### config.mk
export PLATFORM = sky130hd
export DESIGN_NAME = anim_sequencer
export DESIGN_NICKNAME = d
export VERILOG_FILES = /design/src/rtl/anim_sequencer.sv
export SDC_FILE = /design/constraint.sdc
export NUM_CORES = 1
export LEC_CHECK = 0
export ABC_AREA = 0
export BUFFER_PORTS_ARGS = -buffer_cell sky130_fd_sc_hd__buf_2
export CAP_MARGIN = 0
export CORE_MARGIN = 2
export CORE_UTILIZATION = 43
export CTS_CLUSTER_SIZE = 20
export DETAILED_ROUTE_END_ITERATION = 7
export MAX_ROUTING_LAYER = met4
export PLACE_DENSITY = 0.79
export SYNTH_ARGS = -nofsm -noshare
export SYNTH_HDL_FRONTEND = slang
export SYNTH_SLANG_ARGS = --single-unit
### constraint.sdc
create_clock -name clk -period 2.25 [get_ports clk]
set_input_delay 0.3375 -clock clk [delete_from_list [all_inputs] [get_ports clk]]
set_output_delay 0.3375 -clock clk [all_outputs]
set_load 0.03 [all_outputs]
### src/rtl/anim_sequencer.sv
// anim_sequencer: multi-channel animation sequencer between sprite ROMs and the SPI LCD driver.
// Picks one of NUM_ANIM pixel sources, drives the active frame index to the ROMs and advances
// frames on LCD frame boundaries. Channel switches only take effect at a frame boundary, so a
// frame is never torn. Channels flagged in ONESHOT_MASK play once, then fall back to channel 0.
//
// Ports:
//   clk, rst          system clock, synchronous active-high reset
//   go                button level; a rising edge requests channel (anim_id+1) mod NUM_ANIM
//   sel_valid/sel_id  one-cycle request to jump to sel_id (out-of-range ids ignored)
//   frame_done        one-cycle pulse from the LCD driver at the end of each frame
//   ram_addr_x/y      pixel coordinate from the LCD driver
//   src_data          flat ROM outputs, channel i at [i*PIX_W +: PIX_W]
//   pause             (ANIM_PAUSE_EN only) freezes frame advance while high
//   anim_id           active channel
//   frame_idx         active frame to the ROMs
//   ram_data          pixel to the LCD driver, one cycle after its address
//   pending           a switch request is waiting for frame_done
//
// Optional feature: define ANIM_PAUSE_EN to add the pause input.
`timescale 1ns/1ps
module anim_sequencer #(
   parameter int unsigned          NUM_ANIM     = 4,
   parameter int unsigned          FRAMES       = 8,
   parameter int unsigned          HOLD_FRAMES  = 6,
   parameter int unsigned          PIX_W        = 16,
   parameter int unsigned          LCD_W        = 132,
   parameter int unsigned          LCD_H        = 162,
   parameter logic [PIX_W-1:0]     BG_COLOR     = 16'h0000,
   parameter logic [NUM_ANIM-1:0]  ONESHOT_MASK = 4'b1110,
   localparam int unsigned         AW           = $clog2(NUM_ANIM),
   localparam int unsigned         FW           = $clog2(FRAMES)
) (
   input  logic                      clk,
   input  logic                      rst,
   input  logic                      go,
   input  logic                      sel_valid,
   input  logic [AW-1:0]             sel_id,
   input  logic                      frame_done,
   input  logic [7:0]                ram_addr_x,
   input  logic [7:0]                ram_addr_y,
   input  logic [NUM_ANIM*PIX_W-1:0] src_data,
`ifdef ANIM_PAUSE_EN
   input  logic                      pause,
`endif
   output logic [AW-1:0]             anim_id,
   output logic [FW-1:0]             frame_idx,
   output logic [PIX_W-1:0]          ram_data,
   output logic                      pending
);

   localparam int unsigned HW = (HOLD_FRAMES > 1) ? $clog2(HOLD_FRAMES) : 1;

   typedef enum logic [0:0] {StLoop, StOneshot} state_e;

   state_e            state_q, state_d;
   logic [AW-1:0]     anim_q, anim_d;
   logic [AW-1:0]     req_q, req_d;
   logic [FW-1:0]     frame_q, frame_d;
   logic [HW-1:0]     hold_q, hold_d;
   logic              pending_q, pending_d;
   logic              go_q;
   logic [PIX_W-1:0]  ram_data_q, ram_data_d;

   logic              go_rise;
   logic              sel_ok;
   logic              advance_ok;
   logic [AW-1:0]     next_id;
   logic [PIX_W-1:0]  pix_sel;

   always_ff @(posedge clk) begin
      if (rst) begin
         state_q    <= StLoop;
         anim_q     <= '0;
         req_q      <= '0;
         frame_q    <= '0;
         hold_q     <= '0;
         pending_q  <= 1'b0;
         go_q       <= 1'b0;
         ram_data_q <= BG_COLOR;
      end else begin
         state_q    <= state_d;
         anim_q     <= anim_d;
         req_q      <= req_d;
         frame_q    <= frame_d;
         hold_q     <= hold_d;
         pending_q  <= pending_d;
         go_q       <= go;
         ram_data_q <= ram_data_d;
      end
   end

   always_comb begin
      go_rise = go & ~go_q;
      sel_ok  = sel_valid && (32'(sel_id) < NUM_ANIM);
      next_id = (anim_q == AW'(NUM_ANIM - 1)) ? '0 : anim_q + AW'(1);
`ifdef ANIM_PAUSE_EN
      advance_ok = ~pause;
`else
      advance_ok = 1'b1;
`endif
   end

   always_comb begin
      state_d   = state_q;
      anim_d    = anim_q;
      req_d     = req_q;
      frame_d   = frame_q;
      hold_d    = hold_q;
      pending_d = pending_q;

      if (frame_done) begin
         if (pending_q) begin
            anim_d    = req_q;
            frame_d   = '0;
            hold_d    = '0;
            pending_d = 1'b0;
            state_d   = ONESHOT_MASK[req_q] ? StOneshot : StLoop;
         end else if (advance_ok) begin
            if (hold_q == HW'(HOLD_FRAMES - 1)) begin
               hold_d = '0;
               unique case (state_q)
                  StLoop: begin
                     frame_d = (frame_q == FW'(FRAMES - 1)) ? '0 : frame_q + FW'(1);
                  end
                  StOneshot: begin
                     if (frame_q == FW'(FRAMES - 1)) begin
                        anim_d  = '0;
                        frame_d = '0;
                        state_d = StLoop;
                     end else begin
                        frame_d = frame_q + FW'(1);
                     end
                  end
                  default: state_d = StLoop;
               endcase
            end else begin
               hold_d = hold_q + HW'(1);
            end
         end
      end

      // A request in the frame_done cycle is latched after the apply above, so it waits for the
      // next boundary instead of being lost.
      if (sel_ok) begin
         req_d     = sel_id;
         pending_d = 1'b1;
      end else if (go_rise) begin
         req_d     = next_id;
         pending_d = 1'b1;
      end
   end

   always_comb begin
      pix_sel = BG_COLOR;
      for (int i = 0; i < NUM_ANIM; i++) begin
         if (anim_q == AW'(i)) pix_sel = src_data[i*PIX_W +: PIX_W];
      end
      if ((32'(ram_addr_x) >= LCD_W) || (32'(ram_addr_y) >= LCD_H)) begin
         ram_data_d = BG_COLOR;
      end else begin
         ram_data_d = pix_sel;
      end
   end

   assign anim_id   = anim_q;
   assign frame_idx = frame_q;
   assign ram_data  = ram_data_q;
   assign pending   = pending_q;

endmodule
[Word level (Yosys, flattened, before mapping)]
Index checks and enable logic that the tools add are counted.
Cells by class
  eq/ne operators: 5
  reduce and logical (&&, ||, !) cells: 10
  magnitude comparators: 3
  $add $sub $neg: 3
  multiplexer cells: 26
  bitwise gates (word level): 2
Operators with widths (number)
  two-way mux 16 bit: 4
  greater-or-equal comparator 8 bit, second input constant: 2
  two-way mux 3 bit: 5
  two-way mux 2 bit: 7
  two-way mux 1 bit: 9
  nonzero test 2 bit: 4
  adder 3 x 1 -> 3 bit, second input constant: 2
  equality test 3 bit, second input constant: 2
  equality test 2 bit, second input constant: 2
  AND reduction 4 bit: 1
  less-than comparator 2 x 3 -> 1 bit, second input constant: 1
  nonzero test 3 bit: 1
  adder 2 x 1 -> 2 bit, second input constant: 1
  binary-select mux 1 bit (select 2 bit): 1
  equality test 2 x 1 -> 1 bit, second input constant: 1
  zero test 2 bit: 1
  AND reduction 2 bit: 1
  OR reduction 2 bit: 1
  bitwise AND 1 bit: 1
  logical OR 1 bit: 1
  NOT 1 bit: 1
Storage, ports and cells
  bits in registers: 29
  word-level logic and storage cells: 57

[Depth between registers and ports, before layout]
Gate-level depths: netlist (run 1).
  depth after elaboration: 5
  gate-level depth with buffers: 7

[Worst setup path before layout (run 1)]
OpenSTA, ideal clock, no wires.
  kind: register -> register
  start: register anim_q[0], in the netlist anim_id[0]
  end: register ram_data_q[10], in the netlist ram_data[10]
  period minus slack after synthesis: 1751 ps
  path slack: 499 ps
  path buffers: 1
  stages on the path, launching flop included: 6
  data arrival time: 1672 ps
  library setup time: 79 ps
  cells stage by stage: dfxtp_1 -> ha_1 -> clkbuf_1 -> a21oi_1 -> a221o_1 -> a211oi_2
On the way
  cells in the longest elaborated chain, start to end: 5
  elaborated cells on any way between the ends: 8
  classes of those cells: eq/ne: 3; mux: 4; reduce/logical: 1
RTL lines
  from (decl): line 56  | logic [AW-1:0] anim_q, anim_d;
  from (signal assigned): line 82  | anim_q <= anim_d;
  zero test 2 bit: line 156  | if (anim_q == AW'(i)) pix_sel = src_data[i*PIX_W +: PIX_W];
  two-way mux 16 bit (3 in series): line 156
  two-way mux 16 bit (*): line 156
  to (signal assigned): line 88  | ram_data_q <= ram_data_d;
  to (decl): line 62  | logic [PIX_W-1:0] ram_data_q, ram_data_d;
Mark *: on every way between the ends. The rest lies on a longest branch, timed or not.
A chain may end at the register's enable or synchronous reset.

[Worst setup path after layout (run 1)]
  start: register anim_q[0], in the netlist anim_id[0]
  end: register ram_data_q[15], in the netlist ram_data[15]
The elaborated chain is that of the path after synthesis.

==> results of run 1 <==
==> layout by cell type (no fill, tap or decap), types with 8 or more instances in the layout <==
| cell type | n |
|---|---|
| a211oi_2 | 10 |
| dfxtp_1 | 29 |
| a221o_1 | 16 |
| nand3b_1 | 17 |
| inv_1 | 21 |
| nand2_1 | 23 |
| a211oi_1 | 8 |
| buf_2 | 105 |
| a21oi_1 | 22 |
==> state kept, by name, summed over array words and instances, names as in the netlist <==
| signal | cells |
|---|---|
| anim_id | 2 |
| req_q | 2 |
| hold_q | 3 |
| frame_idx | 3 |
| pending | 1 |
| state_q | 1 |
| ram_data | 16 |
| go_q | 1 |
==> per-stage QoR <==
stage	cell area [um^2]	setup WS, ps
final	2390	424
after global routing	2390	211
after CTS	2390	399
after detailed placement	2300	421
after global placement	2300	490
after floorplan	1760	499
==> report_power, final <==
group | leakage, uW | internal (uW) | switching (uW)
Sequential | 0.000237 | 535 | 16.6
Combinational | 0.000832 | 128 | 133
Clock | 0.0000443 | 242 | 189
Total | 0.00111 | 905 | 339
==> critical path, cell delays in order (launching register included) <==
cell and delay [ps]:
dfxtp_1 360, inv_1 100, ha_1 570, nand3b_1 150, a221o_1 320, a211oi_1 220
==> per-layer routing <==
| layer | GRT usage (%) | part of all wire, % | up-vias |
|---|---|---|---|
| met3 | 4.77 | 8.7 | 5 |
| met5 | - | 0 | - |
| met1 | 22.5 | 41 | 848 |
| li1 | - | - | 961 |
| met2 | 39.1 | 49 | 71 |
| met4 | 6.75 | 1.1 | 0 |
==> cell type report <==
cell class              instances  area [um^2]  share of cell area (%)
well taps                      50         62.6                    2.62
flip-flops and latches         29          581                    24.3
multi-input cells             141         1020                    42.8
repair buffers                109          556                    23.3
clock buffers                   7         86.3                    3.62
inverters                      21         78.8                    3.30
==> cell families after synthesis <==
group | after synthesis | share of synthesized area (%)
DFF | 29 | 32.9
muxes | 2 | 1.14
AOI/OAI and AO/OA | 74 | 33.6
and+or+nand+nor | 59 | 19.0
adders and majority gates | 6 | 4.26
buffers and inverters | 39 | 9.08
==> how the worst max path moves through the flow <==
stage	slack, ps	startpoint	end	cells after the start
after floorplan	500	anim_id[0]	ram_data[10]	5
after global placement	490	anim_id[0]	ram_data[15]	5
after detailed placement	420	anim_id[0]	ram_data[15]	5
after CTS	400	anim_id[0]	ram_data[15]	5
after global routing	210	anim_id[0]	ram_data[15]	5
final	420	anim_id[0]	ram_data[15]	5
==> results by group, run 1 <==
Status
  – Status: finished clean

Global route
  – Largest net degree at the start of global routing: 33
  – GRT Total Usage: a little over a fifth
  – Global-route wire length before repair: between 7 and 8 mm
  – Antenna violations before repair: 0
  – Vias in the first global route: around 1700
  – Grt total ovfl: 0

Setup path
  – Setup CP Type: reg2reg
  – Reg2reg path depth: 5
  – R2r startpoint: anim_id[0]
  – Worst Setup End Kind: flop
  – R2R Path End: ram_data[15]
  – Req. time, crit path: 2440 ps
  – Arr. time, crit path: around 2000 ps
  – Crit-path max FO: 16
  – Element type at the critical path start: flop
  – Reg2reg setup slack: 420 ps

CTS
  – Hold-fix buffers, CTS: 0
  – CTS tree: built
  – CTS sink cnt: 29
  – Worst skew pair latency: 280 ps
  – Num CTS Buffers: 5
  – Postcts setup bufs: 0
  – H-tree depth: 2
  – Clk slew on worst S/H paths: approximately 60 ps
  – CTS resizes: 0
  – Max clock buf depth: 2
  – Root Driver: clkbuf_8

Synthesis
  – Count leader, synth: dfxtp_1
  – Area share of the largest cell type after synthesis: around a third
  – Post-synthesis sequential area ratio: around a third
  – Syn Std Cell Area: between 0.0015 and 0.002 mm^2
  – Top post-synthesis cells by area: dfxtp_1 (33%), a221o_1 (9.1%), nand3b_1 (7.2%)
  – Post-synth EDFFs: 0
  – Yosys cell types: 35
  – Cell taking the most area after synthesis: dfxtp_1
  – Mapped Nets: 302
  – Flops & latches, synth: 29
  – Primary FF master, synth: dfxtp_1
  – Synth Warn #: 0
  – Commonest cells in the netlist: dfxtp_1 (29), nand2_1 (23), a21oi_1 (22)
  – Mapped Avg Cell Area: roughly 8.4 um^2
  – Cell count after synthesis: 209
  – Asr flop ratio synth: 0%

Floorplanning
  – Std-Cell Rows: 23
  – Core Region: about 0.0040 mm^2
  – Die Area: around 0.0046 mm^2
  – Initial Utilization: about 44%
  – Die Y: between 60 and 70 um
  – IO Count: roughly 110
  – Die Span X: a little under 70 um

Placed design
  – HPWL after detailed placement: between 3 and 4 mm
  – GPL Wtd Cong: around 0.8
  – Dpl cells: 350
  – Port Buffers: ~110

STA
  – Hold Vio Cnt, Final: 0
  – Finish-stage setup viols: 0
  – Worst rel slew slack: a little under three fifths
  – Final Critical Period: ~1800 ps
  – Setup TNS: 0 ps
  – Highest clock rate: approximately 550 MHz
  – Fin Clk Skew: approximately 5 ps
  – RSZ-0062 raised after global routing: false
  – Final period util: between 80% and 90%
  – Max Slew Vio Count: 0
  – Measured slew at the worst slew-check pin: approximately 650 ps
  – Hold WS: between 200 and 300 ps

Drt
  – Final WL: roughly 4.9 mm
  – DR pass1 iterations: 5
  – Initial drt markers: between 100 and 150
  – Vias: ~1900
  – DR WL/cell: approximately 14 um
  – DRC Markers: 0
  – Antenna-violating nets left: 0
  – Vias per cell: approximately 5.3

Pwr
  – Total power: 1240 uW
  – Power per standard cell area: between 500 and 600 mW/mm^2
  – Maximum vdd ir drop: between 0.3 and 0.4 mV
  – Leak pwr: approximately 0.0011 uW

Final layout
  – P&R area growth vs syn: 35.3%
  – Ant diodes: 0
  – Finished Core Util: between 60 and 70%
  – Fraction of layout cells with a size suffix above 1: between 40 and 50%
  – Final cell count without fillers: between 300 and 400
  – Fill count: about 400
  – # nets final: 400

Min path
  – Hold Path Depth: 2
  – Worst Hold Launch: go
  – Hold Path End: go_q
  – Hold Path Class: in2reg

Job
  – Max-Cap Viols: 0
No activity file was read; power rests on OpenSTA's default activity.
==> run 2: changes to the inputs <==
- CORE_UTILIZATION: 43 -> 39
- PLACE_DENSITY: 0.79 -> 0.76
- clock period: 2.25 -> 1.6 ns (I/O delays scaled with it)
==> results by group, run 2 (synthesis gave the netlist of run 1 again) <==
Setup path
  – Req. time, crit path: 1790 ps (-650 ps)
  – R2r startpoint: frame_idx[0]
  – Setup CP Type: reg2reg
  – Worst Setup End Kind: flop
  – Worst Setup SP: frame_idx[0]
  – Crit-path max FO: 5 (-11)
  – Element type at the critical path start: flop
  – Reg2reg setup slack: 80 ps (-350 ps)
  – Reg2reg path depth: 4 (-1)
  – Crit-path cells: ha_1 -> ha_2 -> or4_1 -> a221oi_2
  – R2R Path End: frame_idx[0]
  – Critical path's largest stage delay: 480 ps (-90 ps)
  – Worst path slowest cell: or4_1
  – Arr. time, crit path: 1720 ps (-290 ps)

Pwr
  – Total power: 1780 uW (+43%)
  – Switch share: 27.5% (+0.21 points)
  – Combinational power share: 22.5% (+1.5 points)
  – Leak pwr: 0.00117 uW (+5.4%)
  – Internal power: 1290 uW (+43%)
  – Sequential share of power: 43.5% (-0.8 points)
  – Power per standard cell area: 689 mW/mm^2 (+32%)
  – Maximum vdd ir drop: 0.429 mV (+15%)
  – Psw: 490 uW (+44%)
  – Clk pwr share: 34.1% (-0.6 points)

Placed design
  – GPL Wtd Cong: 0.785 (-2.8%)
  – Port Buffers: 105 (unchanged)
  – Dpl cells: 353 (+0.86%)
  – Post-DP Area: 0.00237 mm^2 (+3.0%)
  – HPWL after detailed placement: 3.48 mm (-1.4%)

STA
  – RSZ-0062 raised after global routing: false
  – Hold Vio Cnt, Final: 0 (unchanged)
  – Finish-stage setup viols: 0 (unchanged)
  – Highest clock rate: 656 MHz (+20%)
  – Final period util: 95.3% (+14 points)
  – Worst rel slew slack: 31.1% (-26 points)
  – Measured slew at the worst slew-check pin: 1030 ps (+386 ps)
  – Fin Clk Skew: 2.02 ps (-2.94 ps)
  – Final Critical Period: 1520 ps (-301 ps)
  – Setup TNS: 0 ps (unchanged)
  – Max Slew Vio Count: 0 (unchanged)

Global route
  – Vias in the first global route: 1789 (+6.9%)
  – Grt total ovfl: 0 (unchanged)
  – Antenna violations before repair: 0 (unchanged)
  – GRT Total Usage: 19.6% (-1.7 points)
  – Global-route wire length before repair: 7.72 mm (+6.6%)
  – Largest net degree at the start of global routing: 33 (unchanged)

Final layout
  – Fraction of layout cells with a size suffix above 1: 47.3% (+5.9 points)
  – P&R area growth vs syn: 46.7%
  – # nets final: 406 (+1.5%)
  – Finished Core Util: 59.4% (-0.69 points)
  – Commonest cells after routing, fill and taps aside: buf_2 (105), dfxtp_1 (25), nand2_1 (23)
  – Finished Cell Area: 0.00259 mm^2 (+8.4%)
  – Commonest non-fill, non-tap cell in the layout: buf_2
  – Max reg flops: 16 (unchanged)
  – Ant diodes: 0 (unchanged)
  – Final cell count without fillers: 365 (+2.2%)

CTS
  – Num CTS Buffers: 5 (unchanged)
  – H-tree depth: 2 (unchanged)
  – CTS sink cnt: 29 (unchanged)
  – CTS tree: built
  – Hold-fix buffers, CTS: 0 (unchanged)
  – Clk slew on worst S/H paths: 60 ps (about the same)
  – Root Driver: clkbuf_8
  – Max clock buf depth: 2 (unchanged)
  – Worst skew pair latency: 280 ps (about the same)

Floorplanning
  – Die Area: 0.00507 mm^2 (+9.6%)
  – Std-Cell Rows: 24 (+4.3%)
  – Core Region: 0.00435 mm^2 (+9.6%)
  – IO Count: 109 (unchanged)
  – Die Y: 71.2 um (+4.7%)
  – Initial Utilization: 40.5% (-3.9 points)
  – Die Span X: 71.2 um (+4.7%)

Drt
  – DR pass1 iterations: 4 (-1)
  – DRC Markers: 0 (unchanged)
  – Routed length on met3: 401 um (-5.9%)
  – Final WL: 5.13 mm (+4.6%)
  – DR WL met2: 2.55 mm (+4.9%)
  – Highest routed layer: met4
  – Vias per cell: 5.38 (+1.9%)
  – DR WL/cell: 14.0 um (+2.3%)
  – Vias: 1964 (+4.2%)
  – Initial drt markers: 142 (+25%)
  – Antenna-violating nets left: 0 (unchanged)
  – Met1 wire length: 2.12 mm (+6.7%)

Min path
  – Hold Path End: go_q
  – Hold Path Class: in2reg
  – Hold Path Depth: 2 (unchanged)
  – Worst Hold Launch: go

Status
  – Status: finished clean

Job
  – Max-Cap Viols: 0 (unchanged)
-- run 2: worst max-delay path, delay by kind of cell, from the launching register on --
kind	cells	cell delay, ps
AOI/OAI and AO/OA	1	240
adders and majority gates	2	380
DFF	1	340
and+or+nand+nor	1	480
-- run 2: worst max-delay path by stage --
stage                   end  slack [ps]  depth (start not counted)
2_1_floorplan  ram_data[11]         0.2                          6
3_3_place_gp   frame_idx[0]          70                          4
3_5_place_dp    ram_data[3]          30                          6
4_1_cts        frame_idx[0]          30                          4
5_1_grt         ram_data[6]         0.9                          6
6_report       frame_idx[0]          80                          4
-- run 2: layer usage --
metal,GRT usage [%],up-vias
li1,-,981
met1,20.2,894
met2,35.9,83
met3,5.77,6
met4,5.66,0
met5,-,-
-- run 2: layout make-up --
class,count,area [um^2]
sequential,29,588
clock buffer,7,86.3
inverter,21,78.8
tap,52,65.1
timing repair buffer,115,686
fill,399,1770
multi-input combinational,141,1080
-- run 2: what timing repair did --
item,in CTS,in global routing
pin swaps,0,1
setup endpoints to repair,1,12
setup buffers,0,3
gates resized for setup,1,12
hold endpoints to repair,0,0
cloned,0,2
-- run 2: stage by stage --
step	worst slack (ps)	hold slack, ps
2_1_floorplan	0.202	311
3_3_place_gp	72.1	464
3_5_place_dp	32.4	473
4_1_cts	30.7	180
5_1_grt	0.900	210
6_report	75.4	191
-- run 2: power by group through the flow --
stage	clock network (uW)	registers (uW)	logic [uW]
2_1_floorplan	0	825	186
3_3_place_gp	0	791	375
3_5_place_dp	0	792	380
4_1_cts	631	776	384
5_1_grt	659	779	438
6_report	607	775	401
